[config.mk]
export PLATFORM = sky130hd
export DESIGN_NAME = pc_gen
export DESIGN_NICKNAME = d
export VERILOG_FILES = /design/src/rtl/pc_gen.sv
export SDC_FILE = /design/constraint.sdc
export NUM_CORES = 1
export LEC_CHECK = 0
export ABC_AREA = 1
export BUFFER_PORTS_ARGS = -buffer_cell sky130_fd_sc_hd__buf_2
export CORE_UTILIZATION = 55
export CTS_CLUSTER_DIAMETER = 50
export DETAILED_ROUTE_END_ITERATION = 10
export PLACE_DENSITY = 0.75
export SLEW_MARGIN = 20
export SYNTH_ARGS = -nofsm -noshare
export SYNTH_HDL_FRONTEND = slang
export SYNTH_SLANG_ARGS = --single-unit
[constraint.sdc]
create_clock -name clk -period 8.25 [get_ports clk]
set_input_delay 0.4125 -clock clk [delete_from_list [all_inputs] [get_ports clk]]
set_output_delay 0.4125 -clock clk [all_outputs]
set_load 0.02 [all_outputs]
[src/rtl/pc_gen.sv]
// Fetch-stage program counter with stall, trap redirect, return-address stack
// and misaligned-target detection. All outputs except the RAS level flags are registered.
module pc_gen #(
    parameter int unsigned      XLEN      = 32,
    parameter logic [XLEN-1:0]  RESET_VEC = XLEN'(32'h0000_0000),
    parameter logic [XLEN-1:0]  TRAP_VEC  = XLEN'(32'h0000_0100),
    parameter int unsigned      INC       = 4,
    parameter int unsigned      RAS_DEPTH = 4
) (
    input  logic            clk,
    input  logic            rst,
    input  logic            stall,
    input  logic            jmp,
    input  logic            rel,
    input  logic [XLEN-1:0] diff,
    input  logic [XLEN-1:0] nxt,
    input  logic            call,
    input  logic            ret,
    input  logic            trap,
    output logic [XLEN-1:0] cur,
    output logic [XLEN-1:0] epc,
    output logic            ras_empty,
    output logic            ras_full,
    output logic            ras_uflow,
    output logic            misalign
);

    localparam int unsigned     PTR_W      = (RAS_DEPTH > 1) ? $clog2(RAS_DEPTH) : 1;
    localparam int unsigned     CNT_W      = $clog2(RAS_DEPTH + 1);
    localparam logic [XLEN-1:0] ALIGN_MASK = XLEN'(INC - 1);
    localparam logic [XLEN-1:0] INC_X      = XLEN'(INC);
    localparam logic [PTR_W-1:0] PTR_LAST  = PTR_W'(RAS_DEPTH - 1);
    localparam logic [CNT_W-1:0] CNT_FULL  = CNT_W'(RAS_DEPTH);

    logic [XLEN-1:0]  r_cur;
    logic [XLEN-1:0]  r_epc;
    logic             r_uflow;
    logic             r_misalign;
    logic [XLEN-1:0]  r_ras [RAS_DEPTH];
    logic [PTR_W-1:0] r_ptr;
    logic [CNT_W-1:0] r_count;

    logic [XLEN-1:0]  w_cur_nxt;
    logic [XLEN-1:0]  w_epc_nxt;
    logic             w_uflow_nxt;
    logic             w_misalign_nxt;
    logic [XLEN-1:0]  w_seq;
    logic [XLEN-1:0]  w_rel_tgt;
    logic [XLEN-1:0]  w_top;
    logic [XLEN-1:0]  w_tgt;
    logic             w_redirect;
    logic             w_push;
    logic             w_pop;
    logic             w_replace;
    logic             w_empty;
    logic             w_full;
    logic [PTR_W-1:0] w_ptr_inc;
    logic [PTR_W-1:0] w_ptr_dec;

    // r_ptr is the next free slot; top of stack sits one below, wrapping circularly
    assign w_ptr_inc = (r_ptr == PTR_LAST) ? '0 : r_ptr + PTR_W'(1);
    assign w_ptr_dec = (r_ptr == '0) ? PTR_LAST : r_ptr - PTR_W'(1);
    assign w_empty   = (r_count == '0);
    assign w_full    = (r_count == CNT_FULL);
    assign w_seq     = r_cur + INC_X;
    assign w_rel_tgt = r_cur + diff;
    assign w_top     = r_ras[w_ptr_dec];

    // Next-PC selection in priority order: trap, stall, ret, jmp, sequential
    always_comb begin
        w_cur_nxt      = r_cur;
        w_epc_nxt      = r_epc;
        w_uflow_nxt    = 1'b0;
        w_misalign_nxt = 1'b0;
        w_tgt          = '0;
        w_redirect     = 1'b0;
        w_push         = 1'b0;
        w_pop          = 1'b0;
        w_replace      = 1'b0;

        if (trap) begin
            w_cur_nxt = TRAP_VEC;
            w_epc_nxt = r_cur;
        end else if (stall) begin
            w_cur_nxt = r_cur;
        end else if (ret) begin
            w_redirect = 1'b1;
            if (w_empty) begin
                w_tgt       = nxt;
                w_uflow_nxt = 1'b1;
            end else begin
                w_tgt = w_top;
                // pop followed by push collapses to rewriting the top slot
                if (jmp && call) begin
                    w_replace = 1'b1;
                end else begin
                    w_pop = 1'b1;
                end
            end
        end else if (jmp) begin
            w_redirect = 1'b1;
            w_tgt      = rel ? w_rel_tgt : nxt;
            w_push     = call;
        end else begin
            w_cur_nxt = w_seq;
        end

        // A misaligned target leaves both the PC and the stack untouched
        if (w_redirect) begin
            if ((w_tgt & ALIGN_MASK) != '0) begin
                w_misalign_nxt = 1'b1;
                w_push         = 1'b0;
                w_pop          = 1'b0;
                w_replace      = 1'b0;
            end else begin
                w_cur_nxt = w_tgt;
            end
        end
    end

    // PC, exception PC and event pulses
    always_ff @(posedge clk or negedge rst) begin
        if (!rst) begin
            r_cur      <= RESET_VEC;
            r_epc      <= '0;
            r_uflow    <= 1'b0;
            r_misalign <= 1'b0;
        end else begin
            r_cur      <= w_cur_nxt;
            r_epc      <= w_epc_nxt;
            r_uflow    <= w_uflow_nxt;
            r_misalign <= w_misalign_nxt;
        end
    end

    // Return-address stack; a push when full overwrites the oldest entry
    always_ff @(posedge clk or negedge rst) begin
        if (!rst) begin
            r_ptr   <= '0;
            r_count <= '0;
            for (int i = 0; i < int'(RAS_DEPTH); i++) begin
                r_ras[i] <= '0;
            end
        end else if (w_push) begin
            r_ras[r_ptr] <= w_seq;
            r_ptr        <= w_ptr_inc;
            if (!w_full) begin
                r_count <= r_count + CNT_W'(1);
            end
        end else if (w_pop) begin
            r_ptr   <= w_ptr_dec;
            r_count <= r_count - CNT_W'(1);
        end else if (w_replace) begin
            r_ras[w_ptr_dec] <= w_seq;
        end
    end

    assign cur       = r_cur;
    assign epc       = r_epc;
    assign ras_uflow = r_uflow;
    assign misalign  = r_misalign;
    assign ras_empty = w_empty;
    assign ras_full  = w_full;

endmodule

==> results by stage <==
Outcome:
- The flow ran to the end, and the final reports show no timing, DRC or antenna violations.

Synth:
- The share of the synthesized area in the top cell type is 0.381.
- The number of synthesized flops with an enable pin is 0.
- In the post-synthesis netlist, the cell with the most instances is sky130_fd_sc_hd__nand2_1.
- The commonest cells after synthesis are 727 x sky130_fd_sc_hd__nand2_1, 210 x sky130_fd_sc_hd__nand3_1, 206 x sky130_fd_sc_hd__inv_1.
- Counting flops with an async set or reset pin after synthesis yields a share of 1.00.
- The adder-cell share of the synthesized area is 0.0375.
- Summing every instance area after synthesis gives 13100 sq um.
- The number of unique standard cell types used by synthesis is 48.
- Summed over all instances, the cell type with the most area after synthesis is sky130_fd_sc_hd__dfrtp_1.
- The synthesized flop and latch total is 199.
- Counting every net in the synthesized netlist gives between 2000 and 2500.
- The compound-gate portion of the synthesized area is 0.104.
- The fraction of the yosys area taken by sequential cells is 0.381.
- The simple-gate area share of the yosys netlist is 0.371.
- Each instance of the synthesized netlist takes up on average 6.61 sq um.
- Yosys attributes the largest share of cell area to sky130_fd_sc_hd__dfrtp_1 38%, sky130_fd_sc_hd__nand2_1 21%, sky130_fd_sc_hd__nand3_1 8.0%, sky130_fd_sc_hd__inv_1 5.9%, sky130_fd_sc_hd__nor2_1 5.7%.
- Measured against the total synthesized area, the mux share comes to 0.
- Synthesis handed over a netlist of a little under 2000 instances.
- The largest family of logic cells by synthesized area is simple AND/OR/NAND/NOR gates.
- For this run, the number of Yosys warnings is 0.
- The most used flip-flop cell after synthesis is sky130_fd_sc_hd__dfrtp_1.
- Of the total synthesized cell area, the portion taken by XOR and XNOR cells is 0.0174.

CTS:
- The clock network latency to the later pin of the worst-skew pair is around 0.45 ns.
- The number of hold buffers added after CTS was 1.
- The root cell of the clock tree is sky130_fd_sc_hd__clkbuf_16.
- The longest clock path from root to sink contains 2 buffers.
- TritonCTS built the clock tree.
- The buffer count from post-CTS setup fixing is 0.
- The number of gates resized after cts is 0.
- The number of clock buffers inserted by TritonCTS is 17.
- The H-tree generated during clock tree synthesis spans 4 levels.
- Clock-pin slew was measured on the worst setup and hold paths at roughly 0.08 ns.
- The TritonCTS sink count is about 200.

Timing:
- Timing would allow up to approximately 230 MHz.
- The number of hold violations in the final report is 0.
- Setup violations remaining at the end of the flow were counted as 0.
- Dividing the final minimum period by the clock period gives 0.534.
- The worst slew margin relative to its limit is 0.350.
- For the final database, setup skew stands at approximately 0.015 ns.
- For the pin with the worst max-slew slack, the measured transition is between 0.9 and 1 ns.
- The worst hold-check slack is roughly 0.29 ns.
- Setup repair after global routing left no endpoint under its margin.
- The number of max-slew violations in the final report came to 0.
- The time the worst path needs with I/O delays and setup is ~4.4 ns.
- Summed over all failing endpoints, the final setup total negative slack is 0 ns.

Critical path:
- At the worst endpoint, the required time is between 8 and 9 ns.
- Measured in cells, the most critical reg-to-reg path has a length of 16.
- The most frequent cell on the critical path is sky130_fd_sc_hd__nand2_1.
- The worst setup path is captured at a flip-flop.
- The critical path goes through inv_1, ha_1, inv_2, nor2_1, nand2_1, nand3_1, nand3_1, o21ai_2, inv_2, nand2_4, nand3_2, a21oi_4, buf_4, nand2_2, nand2_1, nand2_1.
- The worst reg-to-reg setup slack is a little under 4 ns.
- The source of the critical timing path is r_ptr[0]$_DFFE_PN0P_.
- The worst-path maximum fanout is 46.
- The critical path is of the flip-flop to flip-flop type.
- At the worst endpoint, the arrival time is around 4.7 ns.
- The cell with the largest stage delay on the worst path is sky130_fd_sc_hd__ha_1.
- The beginning of the worst register-to-register path is r_ptr[0]$_DFFE_PN0P_.
- On the worst path, the slowest cell contributes a delay of approximately 0.63 ns.
- The worst setup path is launched from a flip-flop.
- The worst flop-to-flop path endpoint is r_ras[70]$_DFFE_PN0P_.

Detailed routing:
- The count of TritonRoute iterations in the first routing pass is 6.
- The post-detailed-route count of antenna-violating nets is 0.
- Wires add up to 46000 um.
- After detailed routing, the number of remaining DRC violations is 0.
- Dividing the detail-routed wire length by the instance count gives between 15 and 20 um.
- The first routing iteration left about 1600 violations.
- The total number of vias is around 14000.
- The mean number of vias per cell is around 5.7.

Worst hold path:
- The startpoint of the most critical hold path is nxt[15].
- For hold timing, the worst endpoint is cur[15]$_DFF_PN0_.
- The classification of the worst-slack hold path is input port to flip-flop.
- Along the worst hold path, the cell count comes to 3.

Floorplanning:
- The die is around 160 um wide.
- For this configuration, the core starts out at a cell density of 0.559.
- The number of core rows is 56.
- Measured along the y axis, the die boundary spans between 150 and 200 um.
- The die area is ~24000 sq um.
- The core region is 23400 sq um.
- For this design the top-level I/O count stands at 140.

Global routing:
- Entering global routing, the biggest net connects between 70 and 80 pins.
- The total congestion overflow is 0.
- The via count of the first global-routing pass is 12800.
- The number of antenna violations at the first check in global routing is 0.
- The total global routing track utilization is 0.387.
- The first global-routing pass estimated ~71000 um of wire.

Cells and area:
- The number of inserted filler cells in the final layout is around 2300.
- The net count of the finished layout is about 2200.
- From synthesis to final layout, the design area changed by 11.8%.
- The repair_antennas step left the layout with diodes totalling 0.
- The fraction of final layout cells sized beyond drive strength 1 is 0.103.
- The area of all placed cells without fillers is about 15000 sq um.

Job:
- Max-cap violations in this run came to 0.

Pwr:
- The peak supply drop is around 0.21 mV.
- The power density over the cells is approximately 300 nW/um^2.
- The design draws between 4 and 5 mW.
- Summed over all cells, the static leakage comes to roughly 8 nW.

Place:
- The quantity of I/O buffers inserted on ports is approximately 140.
- The routability congestion estimate from global placement is between 1 and 1.5.
- The final HPWL from detailed placement is between 30000 and 40000 um.
- The placed instances occupy a cell area of around 14000 sq um.
==> cell usage in the layout, fill, tap and decap left out, types with 6 or more instances in the layout <==
| master | n |
|---|---|
| sky130_fd_sc_hd__inv_1 | 206 |
| sky130_fd_sc_hd__inv_2 | 6 |
| sky130_fd_sc_hd__o2111ai_1 | 9 |
| sky130_fd_sc_hd__nor3_1 | 17 |
| sky130_fd_sc_hd__dfrtp_1 | 199 |
| sky130_fd_sc_hd__nand4_1 | 14 |
| sky130_fd_sc_hd__clkinv_8 | 6 |
| sky130_fd_sc_hd__xor2_1 | 25 |
| sky130_fd_sc_hd__buf_4 | 15 |
| sky130_fd_sc_hd__clkbuf_16 | 17 |
| sky130_fd_sc_hd__nor2_1 | 198 |
| sky130_fd_sc_hd__a31oi_1 | 15 |
| sky130_fd_sc_hd__nand2_1 | 724 |
| sky130_fd_sc_hd__buf_2 | 138 |
| sky130_fd_sc_hd__a21oi_1 | 66 |
| sky130_fd_sc_hd__nand3_1 | 210 |
| sky130_fd_sc_hd__ha_1 | 36 |
| sky130_fd_sc_hd__or2_2 | 6 |
| sky130_fd_sc_hd__o211ai_1 | 12 |
| sky130_fd_sc_hd__o21ai_0 | 97 |
==> state kept, by name, summed over array words and instances (netlist names) <==
| name | count |
|---|---|
| misalign | 1 |
| r_ptr | 2 |
| ras_uflow | 1 |
| r_count | 3 |
| cur | 32 |
| epc | 32 |
| r_ras | 128 |
==> logic make-up (layout without fill, tap and decap cells) <==
kind of cell	count (synthesis)	after routing
XOR/XNOR	26	26
flip-flops	199	199
buffers and inverters	294	400
adder cells (fa/ha/maj)	38	38
AO/OA/AOI/OAI	233	233
AND/OR/NAND/NOR	1190	1190
==> metrics by stage <==
stage	setup slack (ns)	std cells	util
final	3.85	2405	0.625
after global routing	3.43	2405	0.625
after CTS	3.52	2405	0.625
after detailed placement	3.52	2372	0.596
after global placement	3.74	2372	0.596
after floorplan	5.51	1980	-
==> critical path, delay by kind of cell (launching register included) <==
family | cells | cell delay (ns)
AND/OR/NAND/NOR | 9 | 1.50
buffers and inverters | 4 | 1.05
AO/OA/AOI/OAI | 2 | 0.64
adder cells (fa/ha/maj) | 1 | 0.63
flip-flops | 1 | 0.42
==> worst max path at each step <==
stage                              to  cells past startpoint
6_report        r_ras[70]$_DFFE_PN0P_                     16
3_3_place_gp    r_ras[74]$_DFFE_PN0P_                     16
5_1_grt         r_ras[76]$_DFFE_PN0P_                     16
2_1_floorplan  r_count[2]$_DFFE_PN0P_                     13
4_1_cts         r_ras[83]$_DFFE_PN0P_                     16
3_5_place_dp    r_ras[83]$_DFFE_PN0P_                     16
==> where the power goes <==
part	total (mW)	internal, mW	switching [mW]
combinational	1.94	0.556	1.38
clock	0.938	0.479	0.459
sequential	1.44	1.23	0.208
total	4.32	2.27	2.05
==> area by class of cell <==
cell class,instances,area (sq um),area share
multi-input combinational,1487,6960,0.476
sequential,199,4980,0.340
timing repair buffer,155,827,0.0565
inverter,213,800,0.0546
clock buffer,17,425,0.0291
tap,319,399,0.0273
clock inverter,15,241,0.0165
==> per-layer routing <==
| metal | global-route usage | wire (um) | vias up |
|---|---|---|---|
| li1 | - | - | 6513 |
| met1 | 0.533 | 19300 | 6430 |
| met2 | 0.614 | 20900 | 693 |
| met3 | 0.0582 | 3990 | 113 |
| met4 | 0.154 | 1770 | 0 |
| met5 | 0 | 0 | - |
(Power assumes the default switching activity.)
